==> src/rtl/lsu_pkg.sv <==
// rtl/lsu_pkg.sv - shared funct3 codes, FSM states and request legality check for the load/store unit
package lsu_pkg;

  localparam int REG_DATA_WIDTH = 32;

  localparam logic [2:0] F3_B  = 3'b000;
  localparam logic [2:0] F3_H  = 3'b001;
  localparam logic [2:0] F3_W  = 3'b010;
  localparam logic [2:0] F3_BU = 3'b100;
  localparam logic [2:0] F3_HU = 3'b101;

  typedef enum logic [2:0] {
    IDLE,
    READ,
    RMW_READ,
    WRITE,
    RESP
  } lsu_state_t;

  // Any illegal funct3, misalignment or word index beyond the memory flags the request.
  function automatic logic lsu_req_err(
    input logic        we,
    input logic [2:0]  funct3,
    input logic [31:0] addr,
    input logic [31:0] dmem_words
  );
    logic bad_f3;
    logic misaligned;
    logic out_of_range;
    if (we) begin
      bad_f3 = (funct3 > F3_W);
    end else begin
      bad_f3 = (funct3 == 3'b011) || (funct3 == 3'b110) || (funct3 == 3'b111);
    end
    misaligned   = (((funct3 == F3_H) || (funct3 == F3_HU)) && addr[0]) ||
                   ((funct3 == F3_W) && (addr[1:0] != 2'b00));
    out_of_range = ({2'b00, addr[31:2]} >= dmem_words);
    return bad_f3 || misaligned || out_of_range;
  endfunction

endpackage

==> src/rtl/lsu_align.sv <==
// rtl/lsu_align.sv - lane extraction/extension for loads and lane merge for sub-word stores
module lsu_align
  import lsu_pkg::*;
(
  input  logic [2:0]  funct3,
  input  logic [1:0]  addr_lo,
  input  logic [31:0] old_word,
  input  logic [31:0] new_data,
  output logic [31:0] load_data,
  output logic [31:0] store_word
);

  logic [7:0]  byte_sel;
  logic [15:0] half_sel;

  always_comb begin
    byte_sel   = old_word[{addr_lo, 3'b000} +: 8];
    half_sel   = old_word[{addr_lo[1], 4'b0000} +: 16];

    load_data  = '0;
    case (funct3)
      F3_B:    load_data = {{24{byte_sel[7]}}, byte_sel};
      F3_BU:   load_data = {24'h0, byte_sel};
      F3_H:    load_data = {{16{half_sel[15]}}, half_sel};
      F3_HU:   load_data = {16'h0, half_sel};
      F3_W:    load_data = old_word;
      default: load_data = '0;
    endcase

    store_word = old_word;
    case (funct3)
      F3_B:    store_word[{addr_lo, 3'b000} +: 8]     = new_data[7:0];
      F3_H:    store_word[{addr_lo[1], 4'b0000} +: 16] = new_data[15:0];
      default: store_word = new_data;
    endcase
  end

endmodule

==> src/rtl/dmem_lsu.sv <==
// rtl/dmem_lsu.sv - single-outstanding RV32I load/store unit in front of a word-addressed data memory
module dmem_lsu
  import lsu_pkg::*;
#(
  parameter int DATA_WIDTH = REG_DATA_WIDTH,
  parameter int DMEM_WORDS = 2048
) (
  input  logic                  clk,
  input  logic                  rst,
  input  logic                  req_valid,
  output logic                  req_ready,
  input  logic                  req_we,
  input  logic [2:0]            req_funct3,
  input  logic [DATA_WIDTH-1:0] req_addr,
  input  logic [DATA_WIDTH-1:0] req_wdata,
  output logic                  resp_valid,
  output logic [DATA_WIDTH-1:0] resp_rdata,
  output logic                  resp_err,
  output logic [DATA_WIDTH-1:0] dmem_addr,
  output logic [DATA_WIDTH-1:0] dmem_wdata,
  output logic                  dmem_we,
  input  logic [DATA_WIDTH-1:0] dmem_rdata
);

  lsu_state_t state, state_next;

  logic [2:0]            funct3_q;
  logic [DATA_WIDTH-1:0] addr_q;
  logic [DATA_WIDTH-1:0] wdata_q;
  logic [DATA_WIDTH-1:0] merged_q;
  logic [DATA_WIDTH-1:0] resp_rdata_q;
  logic                  resp_err_q;
  logic                  req_err;
  logic [DATA_WIDTH-1:0] load_data;
  logic [DATA_WIDTH-1:0] store_word;

  assign req_err = lsu_req_err(req_we, req_funct3, req_addr, 32'(DMEM_WORDS));

  lsu_align u_align (
    .funct3     (funct3_q),
    .addr_lo    (addr_q[1:0]),
    .old_word   (dmem_rdata),
    .new_data   (wdata_q),
    .load_data  (load_data),
    .store_word (store_word)
  );

  always_comb begin
    state_next = state;
    req_ready  = 1'b0;
    resp_valid = 1'b0;
    dmem_we    = 1'b0;
    dmem_wdata = '0;
    case (state)
      IDLE: begin
        req_ready = 1'b1;
        if (req_valid) begin
          if (req_err)                  state_next = RESP;
          else if (!req_we)             state_next = READ;
          else if (req_funct3 == F3_W)  state_next = WRITE;
          else                          state_next = RMW_READ;
        end
      end
      READ:     state_next = RESP;
      RMW_READ: state_next = WRITE;
      WRITE: begin
        dmem_we    = 1'b1;
        dmem_wdata = (funct3_q == F3_W) ? wdata_q : merged_q;
        state_next = RESP;
      end
      RESP: begin
        resp_valid = 1'b1;
        state_next = IDLE;
      end
      default: state_next = IDLE;
    endcase
  end

  // Response data is loaded only on the cycle that leads into RESP and then held.
  always_ff @(posedge clk or posedge rst) begin
    if (rst) begin
      state        <= IDLE;
      funct3_q     <= '0;
      addr_q       <= '0;
      wdata_q      <= '0;
      merged_q     <= '0;
      resp_rdata_q <= '0;
      resp_err_q   <= 1'b0;
    end else begin
      state <= state_next;
      case (state)
        IDLE: begin
          if (req_valid) begin
            funct3_q <= req_funct3;
            addr_q   <= req_addr;
            wdata_q  <= req_wdata;
            if (req_err) begin
              resp_rdata_q <= '0;
              resp_err_q   <= 1'b1;
            end
          end
        end
        READ: begin
          resp_rdata_q <= load_data;
          resp_err_q   <= 1'b0;
        end
        RMW_READ: merged_q <= store_word;
        WRITE: begin
          resp_rdata_q <= '0;
          resp_err_q   <= 1'b0;
        end
        default: ;
      endcase
    end
  end

  assign dmem_addr  = {2'b00, addr_q[DATA_WIDTH-1:2]};
  assign resp_rdata = resp_rdata_q;
  assign resp_err   = resp_err_q;

endmodule

==> config.mk <==
export PLATFORM = sky130hd
export DESIGN_NAME = dmem_lsu
export DESIGN_NICKNAME = d
export VERILOG_FILES = /design/src/rtl/lsu_pkg.sv /design/src/rtl/lsu_align.sv /design/src/rtl/dmem_lsu.sv
export SDC_FILE = /design/constraint.sdc
export NUM_CORES = 1
export LEC_CHECK = 0
export CORE_ASPECT_RATIO = 0.9
export CORE_UTILIZATION = 30
export DETAILED_ROUTE_END_ITERATION = 10
export DONT_BUFFER_PORTS = 1
export PLACE_DENSITY = 0.46
export SLEW_MARGIN = 20
export SYNTH_ARGS = -nofsm -noshare
export SYNTH_HDL_FRONTEND = slang
export SYNTH_SLANG_ARGS = --single-unit
==> constraint.sdc <==
create_clock -name clk -period 7.1 [get_ports clk]
set_clock_uncertainty 0.1 [all_clocks]
set_input_delay 1.42 -clock clk [delete_from_list [all_inputs] [get_ports clk]]
set_output_delay 1.42 -clock clk [all_outputs]
set_load 0.02 [all_outputs]
# Word-level counts from Yosys, hierarchy flattened

Index checks and enable logic that the tools add are counted.

Register bits: 135
Bits of input ports: 103
Output and inout port bits: 100
Word-level logic and storage cells: 71

$add $sub $neg: 2
Order comparisons: 2
Equality and inequality tests: 16
Shifts and indexed selects: 6
Mux-type cells: 21
Reductions and logical operators: 17

Operators by type and width:

| kind                                                                     | number |
|---|---|
| 32-bit one-hot mux with 5 select lines                                   | 1 |
| 32-bit 2-to-1 mux                                                        | 4 |
| 32-bit one-hot mux with 3 select lines                                   | 1 |
| 32-bit bitwise mux                                                       | 2 |
| 32-bit one-hot mux with 2 select lines                                   | 1 |
| 16-bit by 7-bit variable shift with 32-bit output (first input constant) | 1 |
| 8-bit by 7-bit variable shift with 32-bit output (first input constant)  | 1 |
| 16-bit by 7-bit indexed part select with 32-bit output                   | 1 |
| 32-bit by 6-bit indexed part select with 16-bit output                   | 1 |
| 32-bit by 6-bit indexed part select with 8-bit output                    | 1 |
| 8-bit by 7-bit indexed part select with 32-bit output                    | 1 |
| 30-bit by 12-bit >= comparator with 1-bit output (second input constant) | 1 |
| 3-bit equality test (second input constant)                              | 6 |
| 3-bit by 2-bit equality test with 1-bit output (second input constant)   | 5 |
| 5-bit negation with 7-bit output                                         | 2 |
| 3-bit by 1-bit equality test with 1-bit output (second input constant)   | 3 |
| 3-bit one-hot mux with 3 select lines                                    | 1 |
| 1-bit 2-to-1 mux                                                         | 7 |
| 3-bit logical NOT                                                        | 2 |
| 1-bit logical OR                                                         | 6 |
| 3-bit 2-to-1 mux                                                         | 2 |
| 3-bit AND reduction                                                      | 2 |
| 2-bit inequality test (second input constant)                            | 2 |
| 2-bit nonzero test                                                       | 2 |
| other kinds (7)                                                          | 8 |

# Longest topological paths before layout

Gate-level depths: netlist of run 1.

Depth after elaboration: 9
Mapped depth: 9

# By module

Synthesis of run 1 repeated with hierarchy kept, for this count alone.

Cell total of the unflattened synthesis: 698
Area total of the unflattened synthesis: 7513.5 sq um

By module, submodules not included:

| module    | instances | cells each | area each (sq um) |
|---|---|---|---|
| dmem_lsu  | 1         | 460        | 5804.3 |
| lsu_align | 1         | 238        | 1709.1 |

# Worst setup path after synthesis of run 1

Ideal clock, no wire load.

Path type: register to output
Start: reg funct3_q[1]
End: out dmem_wdata[1]
Arrival time: 1.625 ns
Path slack: 3.955 ns
Stages on the path, launching flop included: 7
Cell sequence: dfrtp_1 buf_2 nor3b_1 buf_2 buf_4 nand2_1 a21oi_1

Longest elaborated chain between the ends: 3

RTL lines:

| what                                           | RTL line       | source |
|---|---|---|
| start: declaration                             | dmem_lsu.sv:27 | `logic [2:0] funct3_q;` |
| start signal: assignment                       | dmem_lsu.sv:94 | `funct3_q <= req_funct3;` |
| 3-bit by 2-bit equality test with 1-bit output | dmem_lsu.sv:68 | `dmem_wdata = (funct3_q == F3_W) ? wdata_q : merged_q;` |
| 32-bit 2-to-1 mux                              | dmem_lsu.sv:68 |  |
| 32-bit 2-to-1 mux                              | dmem_lsu.sv:54 | `case (state)` |
| end: declaration                               | dmem_lsu.sv:20 | `output logic [DATA_WIDTH-1:0] dmem_wdata,` |

No other way between the ends.

# Worst setup path after layout of run 1

Start: reg funct3_q[0]
End: out dmem_wdata[2]

Same word-level chain as after synthesis.

==> metrics.md, run 1 <==
| Metric | Value |
|---|---|
| Site Rows | 54 |
| Count of cell types in the netlist | 55 |
| Worst r2r path cells | 5 |
| Final Hold Fails | 0 |
| Fin nets | 793 |
| Min-delay worst type | register to register |
| Pre-CTS WS | around 2.7 ns |
| Startpoint Class | register |
| Synth top area share | between 40% and 50% |
| 1st-iter DRT viols | roughly 500 |
| Clk root buf | clkbuf_16 |
| Largest net degree at the start of global routing | 74 |
| Number of antenna-violating nets in the routed design | 0 |
| PwrDens | around 270 nW/µm² |
| Crit path from | funct3_q[0] |
| Post-Synthesis Cells | between 700 and 800 |
| Setup crit end | dmem_wdata[2] |
| Synth warn | 0 |
| Synth top area cells | dfrtp_1 (45%), mux2_2 (8.2%), nand2_1 (5.8%), buf_4 (3.8%), mux2_4 (3.8%) |
| Final cycle utilization of the critical path | a little over three fifths |
| Die area | roughly 26,000 µm² |
| Clock sink count | 135 |
| Register area share after synthesis | 44.7% |
| Area Overhead vs Synth | 8.22% |
| Chip width | 169 µm |
| CP endpoint kind | output pin |
| CP max-delay cell | nor3b_4 |
| Final worst setup slack | roughly 2.6 ns |
| WP data arrival | roughly 3.0 ns |
| Lkg Pwr | between 3 and 4 nW |
| CP Depth | 5 |
| Run status | finished clean |
| Remaining Overflow, GRT | 0 |
| P_int | roughly 1.5 mW |
| I/O pins | ~200 |
| Worst-path clk slew | roughly 0.060 ns |
| Final setup TNS | 0 ns |
| Post-synth ARST share | between 90% and 100% |
| Buf/Inv on CP | 2 |
| Top post-synthesis cells by count | dfrtp_1 (135), nand2_1 (116), a21oi_1 (55), mux2_2 (55), buf_4 (38) |
| Reg-to-reg startpoint | state[1] |
| Slew @ Worst Pin | ~1.1 ns |
| Layout cell share with drive strength beyond 1 | a little over a fifth |
| Most used DFF post-synth | dfrtp_1 |
| Clock power share | between 40 and 50% |
| Crit path time final | approximately 4.5 ns |
| Synth Register Bits | between 100 and 150 |
| PortBufs | 0 |
| Post-synth EDFFs | 0 |
| First-pass GRT wire length | 37,900 µm |
| CP cell instances | buf_4, nor3b_4, buf_4, nand2_1, a21oi_1 |
| Slowest stage delay, CP | around 0.65 ns |
| Placed Area | between 7000 and 8000 µm² |
| HPWL after DPL | between 15,000 and 20,000 µm |
| Post-CTS setup buffers | 0 |
| Tot Pwr | ~2.2 mW |
| Post-route cell area | 8170 µm² |
| Drt drc | 0 |
| Via count | 5,799 |
| Reg2reg setup slack | ~3.6 ns |
| Worst-path fanout max | 22 |
| TritonRoute pass-1 iters | 6 |
| CTS H-tree lvls | 4 |
| Via density | 5.60 |
| Top cell by count, worst path | buf_4 |
| Vias in the first global route | 5,847 |
| Switching Fraction | 31.1% |
| Unrepaired setup endpoints after global routing | no |
| TritonCTS Buffers | 17 |
| Drt total wl | 25,000 µm |
| Flop pwr share | between 40% and 50% |
| Delay-heaviest family, CP | simple AND/OR/NAND/NOR gates |
| CORE AREA | about 24,000 µm² |
| Relative slew slack | about 25% |
| Hold Buf Count CTS | 0 |
| Max Slew Vio Count | 0 |
| Synthesized cell area | roughly 7500 µm² |
| CTS tree | built |
| Sw Pwr | between 0.6 and 0.7 mW |
| RD Place Congestion | between 0.8 and 0.9 |
| Antenna violations before repair | 4 |
| DIE HEIGHT | ~150 µm |
| Synth area leader | dfrtp_1 |
| Comb pwr share | 15.3% |
| CTS Buffer Depth | 2 |
| GRT Resource Usage Total | 19.8% |
| Worst skew pair latency | approximately 0.42 ns |
| Final-report setup violation count | 0 |
| Setup Crit Path Kind | register to output pin |
| Max-cap viol count | 0 |
| R2R Path End | wdata_q[20] |
| Average wire per standard cell | between 20 and 25 µm |
| Worst vdd ir | roughly 0.17 mV |
| Most common cell in the netlist | dfrtp_1 |
| Initial Util | 30.9% |
| PostCTS Resize Cnt | 0 |
| F_max | ~220 MHz |
| Critical Path RT | around 5.6 ns |
| Syn_area_per_cell | 10.2 µm² |
cells in the final DEF, fill, tap and decap left out, types with 12 or more instances in the layout:
master | netlist | routed
nand2_1 | 116 | 116
a222oi_1 | 15 | 15
a21oi_1 | 55 | 55
inv_1 | 34 | 33
a221oi_1 | 24 | 24
clkbuf_16 | 0 | 17
dfrtp_1 | 135 | 135
mux2_2 | 55 | 55
mux2i_1 | 12 | 12
o21ai_0 | 33 | 33
o221ai_1 | 15 | 15
mux2_4 | 19 | 19
nor2_1 | 29 | 29
routing by layer:
metal  vias up  GRT usage, %  part of all wire [%]
li1       2558             -                     -
met2       267          29.8                    45
met3        27          7.82                   9.7
met5         -             0                  0.11
met1      2943          26.1                    43
met4         4          6.01                   1.5
logic make-up after synthesis:
family,share of synthesized area (%)
AOI/OAI and AO/OA,20.2
adders and majority gates,0.829
buffers and inverters,8.75
DFF,44.7
muxes,13.6
other,0.0497
and+or+nand+nor,11.9
power groups by stage:
stage / clock network, mW / registers (mW) / logic, mW
2_1_floorplan: 0 / 0.883 / 0.360
3_3_place_gp: 0 / 0.962 / 0.332
3_5_place_dp: 0 / 0.961 / 0.341
4_1_cts: 0.972 / 0.948 / 0.341
5_1_grt: 1.00 / 0.959 / 0.374
6_report: 0.946 / 0.951 / 0.342
how the worst min path moves through the flow:
stage	start	end	slack, ns	cells past startpoint
after floorplan	merged_q[10]	merged_q[10]	0.35	2
after global placement	merged_q[9]	merged_q[9]	0.37	2
after detailed placement	merged_q[13]	merged_q[13]	0.37	2
after CTS	merged_q[13]	merged_q[13]	0.39	2
after global routing	merged_q[18]	merged_q[18]	0.40	2
final	merged_q[13]	merged_q[13]	0.38	2
worst min-delay path, cell delays in order (launching register included):
cell and delay [ns]:
dfrtp_1 0.34, nand2_1 0.05, o21ai_0 0.06
final cells by class:
cell class | instances | area, µm²
fillers | 2513 | 16300
diodes | 1 | 2.50
repair buffers | 10 | 75.1
inverters | 34 | 133
clock buffers | 17 | 425
flip-flops and latches | 135 | 3380
clock inverters | 15 | 193
multi-input cells | 487 | 3540
well taps | 336 | 420
sequential cells by signal, summed over array words and instances, names as in the netlist:
| register | cells |
|---|---|
| addr_q | 32 |
| merged_q | 32 |
| resp_rdata | 32 |
| wdata_q | 32 |
| funct3_q | 3 |
| state | 3 |
| resp_err | 1 |
metrics by stage:
step	util, %	cells	hold slack, ns
floorplan	-	741	0.350
global placement	30.8	1002	0.366
detailed placement	30.8	1002	0.372
CTS	33.3	1034	0.387
global route	33.4	1035	0.404
finish	33.4	1035	0.380
No activity file was read; power rests on OpenSTA's default activity.
==> inputs of run 2 (changes only) <==
--- a/config.mk
+++ b/config.mk
@@ -9,7 +9,7 @@
 export CORE_UTILIZATION = 30
 export DETAILED_ROUTE_END_ITERATION = 10
 export DONT_BUFFER_PORTS = 1
-export PLACE_DENSITY = 0.46
+export PLACE_DENSITY = 0.47
 export SLEW_MARGIN = 20
 export SYNTH_ARGS = -nofsm -noshare
 export SYNTH_HDL_FRONTEND = slang
==> constraint.sdc (replaced) <==
create_clock -name clk -period 4 [get_ports clk]
set_clock_uncertainty 0.1 [all_clocks]
set_input_delay 0.8 -clock clk [delete_from_list [all_inputs] [get_ports clk]]
set_output_delay 0.8 -clock clk [all_outputs]
set_load 0.02 [all_outputs]
==> run 2 against run 1 <==
  * Worst setup slack worse by 2.0 ns
  * Critical path depth down 1
  * Sequential power up 76%
  * Non-clock buffer count up 14
  * Clock power up 77%
  * Total power up 77%
  * Core utilization up 0.50 points
  * Global-route usage down 0.42 points
  * Wire length down 1.1%
  * Critical endpoint is now dmem_wdata[8]
==> metrics.md, run 2 (synthesis gave the netlist of run 1 again) <==
| Metric | Value |
|---|---|
| Run status | finished clean |
| Pre-CTS WS | 1.13 ns (-1.54 ns) |
| HPWL after DPL | 18,200 µm (-0.15%) |
| Antenna violations before repair | 4 (unchanged) |
| Setup crit end | dmem_wdata[8] |
| Final Hold Fails | 0 (unchanged) |
| Vias in the first global route | 5,839 (-0.14%) |
| Worst vdd ir | 0.260 mV (+54%) |
| Reg2reg setup slack | 1.30 ns (-2.28 ns) |
| Drt drc | 0 (unchanged) |
| DIE HEIGHT | 152 µm (unchanged) |
| Final-report setup violation count | 0 (unchanged) |
| CP max-delay cell | dfrtp_1 |
| Commonest cells after routing, fill and taps aside | dfrtp_1 (135), nand2_1 (116), a21oi_1 (55), mux2_2 (55) |
| Lkg Pwr | 3.37 nW (+2.7%) |
| TritonRoute pass-1 iters | 6 (unchanged) |
| Worst-path fanout max | 36 (+64%) |
| GRT Resource Usage Total | 19.4% (-0.42 points) |
| First-pass GRT wire length | 37,300 µm (-1.6%) |
| Crit path from | funct3_q[1] |
| Initial Util | 30.9% (unchanged) |
| Post-CTS setup buffers | 0 (unchanged) |
| Worst skew pair latency | 0.43 ns (about the same) |
| WP data arrival | 2.45 ns (-0.52 ns) |
| Min-delay worst type | input port to asynchronous set/reset pin |
| Placed cells | 1,015 (+1.3%) |
| Layout Cells excl Fill | 1,049 (+1.4%) |
| CP cell instances | nor3b_2, buf_4, nand2_1, a21oi_1 |
| Max-cap viol count | 0 (unchanged) |
| Site Rows | 54 (unchanged) |
| Hold Buf Count CTS | 0 (unchanged) |
| Layout cell share with drive strength beyond 1 | 22.9% (+1.4 points) |
| Startpoint Class | register |
| CTS H-tree lvls | 4 (unchanged) |
| TritonCTS Buffers | 17 (unchanged) |
| CTS Buffer Depth | 2 (unchanged) |
| Final worst setup slack | 0.649 ns (-1.96 ns) |
| Final core occ | 33.9% (+0.50 points) |
| PostCTS Resize Cnt | 0 (unchanged) |
| Unrepaired setup endpoints after global routing | no |
| Via count | 5,703 (-1.7%) |
| Crit path time final | roughly 3.4 ns |
| Drt total wl | 24,700 µm (-1.1%) |
| Slowest stage delay, CP | 0.65 ns (about the same) |
| Die area | 25,800 µm² (unchanged) |
| Critical Path RT | 3.10 ns (-2.48 ns) |
| CTS tree | built |
| PwrDens | 477 nW/µm² (+74%) |
| Largest net degree at the start of global routing | 66 (-11%) |
| Worst-path clk slew | 0.07 ns (about the same) |
| Via density | 5.44 (-3.0%) |
| Leading cell type in the layout, fill and taps excluded | dfrtp_1 |
| 1st-iter DRT viols | 433 (-15%) |
| Reg-to-reg startpoint | funct3_q[1] |
| Clk root buf | clkbuf_16 |
| I/O pins | 203 (unchanged) |
| CORE AREA | 24,500 µm² (unchanged) |
| Final cycle utilization of the critical path | a little over four fifths |
| Chip width | 169 µm (unchanged) |
| Final setup TNS | 0 ns (unchanged) |
| Average wire per standard cell | 23.6 µm (-2.4%) |
| Remaining Overflow, GRT | 0 (unchanged) |
| Setup Crit Path Kind | register to output pin |
| Fin nets | 807 (+1.8%) |
| F_max | between 200 and 300 MHz |
| Clock sink count | 135 (unchanged) |
| Max Slew Vio Count | 0 (unchanged) |
| Worst r2r path cells | 4 (-1) |
| RD Place Congestion | 0.859 (-1.5%) |
| Number of antenna-violating nets in the routed design | 0 (unchanged) |
| Area Overhead vs Synth | 9.84% |
| Relative slew slack | 28.8% (+3.8 points) |
| Slew @ Worst Pin | 1.07 ns (-0.0574 ns) |
| CP endpoint kind | output pin |
| R2R Path End | resp_rdata[27] |
| PortBufs | 0 (unchanged) |
[run 2: changes by cell type in the layout (fill, tap and decap cells not counted), sizes merged]
cell	previous run	this run
buf	10	24
clkinv	1	5
clkinvlp	4	2
inv	41	39
[run 2: power by group]
part	internal, mW	switching, mW
combinational	0.268	0.349
sequential	1.48	0.188
clock	0.996	0.675
[run 2: how the worst min path moves through the flow]
stage               depth (start not counted)       endpoint
floorplan                                   2   merged_q[10]
global placement                            2   merged_q[17]
finish                                      1  resp_rdata[3]
CTS                                         1  resp_rdata[3]
global route                                1  resp_rdata[3]
detailed placement                          2    merged_q[9]
[run 2: cell type report]
class	count	area (µm²)
Fill cell	2489	16200
Timing Repair Buffer	24	218
Clock inverter	15	190
Sequential cell	135	3380
Tap cell	336	420
Multi-Input combinational cell	487	3530
Antenna cell	1	2.50
Clock buffer	17	425
Inverter	34	131
[run 2: per-stage QoR]
stage	power (mW)	hold slack [ns]	cell area, µm²
global placement	2.29	0.368	7650
detailed placement	2.31	0.373	7650
global route	4.12	0.103	8290
CTS	3.99	0.380	8270
floorplan	2.21	0.350	7560
finish	3.95	0.0933	8290
[run 2: per-layer routing]
metal  up-vias  track usage [%]  share of wire (%)  wire [µm]
met5         -                0               0.11         26
met4         4             4.93                1.3        323
met3        22             8.23                9.9       2450
met2       241             29.7                 45      11200
met1      2847             25.0                 44      10800
li1       2589                -                  -          -
[run 2: worst max-delay path: cells and delay by family, from the launching register on]
family          cells  cell delay [ns]
compound gates      1             0.53
flops               1             0.65
buf+inv             1             0.44
simple gates        2             0.39
==> inputs of run 3 (changes only) <==
==> constraint.sdc (replaced) <==
create_clock -name clk -period 2.8 [get_ports clk]
set_clock_uncertainty 0.1 [all_clocks]
set_input_delay 0.56 -clock clk [delete_from_list [all_inputs] [get_ports clk]]
set_output_delay 0.56 -clock clk [all_outputs]
set_load 0.02 [all_outputs]
==> run 3 against run 2 <==
  * Cell area up 3.2%
  * Non-clock buffer count up 34
  * Critical path depth is 1 higher
  * Sequential cell count unchanged
  * Largest power group is now clock
  * Global-route usage about the same
  * Combinational power rose by 48%
  * Total power increased by 44%
  * Via count is 3.5% higher
  * Worst setup slack worse by 0.56 ns
  * Critical path type unchanged
  * Wire length fell by 0.48%
  * Critical endpoint is now dmem_wdata[7]
  * Clock power rose by 44%
  * Die area is the same
==> metrics.md, run 3 (synthesis gave the netlist of run 1 again) <==
| Metric | Value |
|---|---|
| Final setup TNS | 0 ns (unchanged) |
| Via density | 5.46 (+0.38%) |
| P_int | 3.94 mW (+44%) |
| PortBufs | 0 (unchanged) |
| Clock power share | 42.1% (about the same) |
| Average wire per standard cell | 22.8 µm (-3.5%) |
| CORE AREA | 24,500 µm² (unchanged) |
| Tot Pwr | 5.70 mW (+44%) |
| Comb pwr share | 16.0% (+0.4 points) |
| Fillers | 2,522 (+1.3%) |
| HPWL after DPL | 17,900 µm (-1.2%) |
| Leading cell type in the layout, fill and taps excluded | dfrtp_1 |
| First-pass GRT wire length | 37,100 µm (-0.48%) |
| Chip width | 169 µm (unchanged) |
| RD Place Congestion | 0.862 (+0.38%) |
| Reg2reg setup slack | 0.57 ns (-0.73 ns) |
| Clock sink count | 135 (unchanged) |
| Worst-path fanout max | 39 (+8.3%) |
| PwrDens | 666 nW/µm² (+40%) |
| Drt total wl | 24,600 µm (-0.48%) |
| CTS Buffer Depth | 2 (unchanged) |
| TritonCTS Buffers | 17 (unchanged) |
| Relative slew slack | 26.4% (-2.4 points) |
| Met3 WL | 2430 µm (-1.1%) |
| Flop pwr share | 41.8% (-0.4 points) |
| Area Overhead vs Synth | 13.4% |
| Switching Fraction | 30.8% (+0.17 points) |
| 1st-iter DRT viols | 555 (+28%) |
| Hold Buf Count CTS | 0 (unchanged) |
| Antenna violations before repair | 1 (-3) |
| Worst r2r path cells | 5 (+1) |
| Reg-to-reg startpoint | addr_q[1] |
| CP Depth | 5 (+1) |
| CP cell instances | nor3b_2, buf_12, nand2_1, a21oi_1, buf_4 |
| PostCTS Resize Cnt | 0 (unchanged) |
| Final core occ | 35.0% (+1.1 points) |
| Initial Util | 30.9% (unchanged) |
| N_diodes | 0 (-1) |
| Worst-path clk slew | 0.07 ns (about the same) |
| Sw Pwr | 1.76 mW (+45%) |
| Slowest stage delay, CP | 0.50 ns (-0.15 ns) |
| Unrepaired setup endpoints after global routing | no |
| Worst vdd ir | 0.447 mV (+72%) |
| Drt drc | 0 (unchanged) |
| Max Slew Vio Count | 0 (unchanged) |
| Run status | finished clean |
| WHS | 0.116 ns (+0.0226 ns) |
| Die area | 25,800 µm² (unchanged) |
| Remaining Overflow, GRT | 0 (unchanged) |
| Number of antenna-violating nets in the routed design | 0 (unchanged) |
| Setup Crit Path Kind | register to output pin |
| R2R Path End | resp_rdata[27] |
| Critical Path RT | 2.14 ns (-0.96 ns) |
| Delay-heaviest family, CP | flip-flops |
| Startpoint Class | register |
| Buf/Inv on CP | 2 (+1) |
| F_max | about 370 MHz |
| WP data arrival | 2.05 ns (-0.40 ns) |
| Post-CTS setup buffers | 0 (unchanged) |
| Lkg Pwr | 3.54 nW (+5.1%) |
| CP endpoint kind | output pin |
| Slew @ Worst Pin | 1.10 ns (+0.0363 ns) |
| Top sig layer | met5 |
| I/O pins | 203 (unchanged) |
| Crit path time final | around 2.7 ns |
| DIE HEIGHT | 152 µm (unchanged) |
| Crit path from | funct3_q[1] |
| Final Hold Fails | 0 (unchanged) |
| Routed metal-1 wirelength | 10,600 µm (-1.7%) |
| CTS H-tree lvls | 4 (unchanged) |
| Layout cell share with drive strength beyond 1 | 26.3% (+3.4 points) |
| TritonRoute pass-1 iters | 8 (+2) |
| CP max-delay cell | dfrtp_1 |
| Clk root buf | clkbuf_16 |
| Largest net degree at the start of global routing | 136 (+110%) |
| Worst skew pair latency | 0.43 ns (about the same) |
| Via count | 5,905 (+3.5%) |
| Commonest cells after routing, fill and taps aside | dfrtp_1 (135), nand2_1 (116), a21oi_1 (55), mux2_2 (55), buf_4 (54) |
| Vias in the first global route | 5,928 (+1.5%) |
| GRT Resource Usage Total | 19.3% (-0.041 points) |
| CTS tree | built |
| Setup crit end | dmem_wdata[7] |
| Max-cap viol count | 0 (unchanged) |
| Final-report setup violation count | 0 (unchanged) |
| Min-delay worst type | input port to asynchronous set/reset pin |
| Final cycle utilization of the critical path | between 90% and 100% |
| Fin nets | 841 (+4.2%) |
| Site Rows | 54 (unchanged) |
| Metal2 WL | 11,100 µm (-0.21%) |
[run 3: changes by cell type in the layout (fill, tap and decap cells not counted), sizes merged]
cell,delta
buf,+34
clkinvlp,+3
clkinv,-2
diode,-1
inv,-1
[run 3: how the worst min path moves through the flow]
stage                     slack [ns]  depth (start not counted)             end         start
after floorplan                 0.35                          2    merged_q[10]  merged_q[10]
after global placement          0.37                          2    merged_q[20]  merged_q[20]
after detailed placement        0.37                          2    merged_q[12]  merged_q[12]
after CTS                       0.14                          2  resp_rdata[27]           rst
after global routing            0.16                          2        state[1]        req_we
final                           0.12                          2  resp_rdata[26]           rst
[run 3: power by group through the flow]
stage	sequential [mW]	clock [mW]	combinational, mW
global route	2.40	2.54	1.00
finish	2.38	2.40	0.914
CTS	2.38	2.47	0.922
floorplan	2.24	0	0.913
detailed placement	2.41	0	0.919
global placement	2.41	0	0.893
[run 3: layout make-up]
type | instances | area [µm²] | area share, %
clock buffers | 17 | 425 | 4.97
clock inverters | 15 | 193 | 2.25
inverters | 34 | 131 | 1.54
multi-input cells | 487 | 3520 | 41.2
flip-flops and latches | 135 | 3380 | 39.5
well taps | 336 | 420 | 4.91
repair buffers | 58 | 485 | 5.67
[run 3: worst register-to-register path, delay by kind of cell, from the launching register on]
| kind | cells | cell delay, ns |
|---|---|---|
| buf+inv | 1 | 0.32 |
| flops | 1 | 0.34 |
| mux | 1 | 0.25 |
| compound gates | 3 | 1.14 |
[run 3: metal layers]
metal	vias to the layer above	track usage, %
met5	-	0
met2	276	29.5
met3	29	7.19
met4	2	6.22
met1	2953	25.3
li1	2645	-
[run 3: metrics by stage]
| step | setup slack, ns | instance area (µm²) | instances |
|---|---|---|---|
| after floorplan | 0.461 | 7560 | 741 |
| after global placement | 0.283 | 7940 | 1050 |
| after detailed placement | 0.296 | 7940 | 1050 |
| after CTS | 0.0541 | 8560 | 1082 |
| after global routing | 0.0170 | 8560 | 1082 |
| final | 0.0853 | 8560 | 1082 |
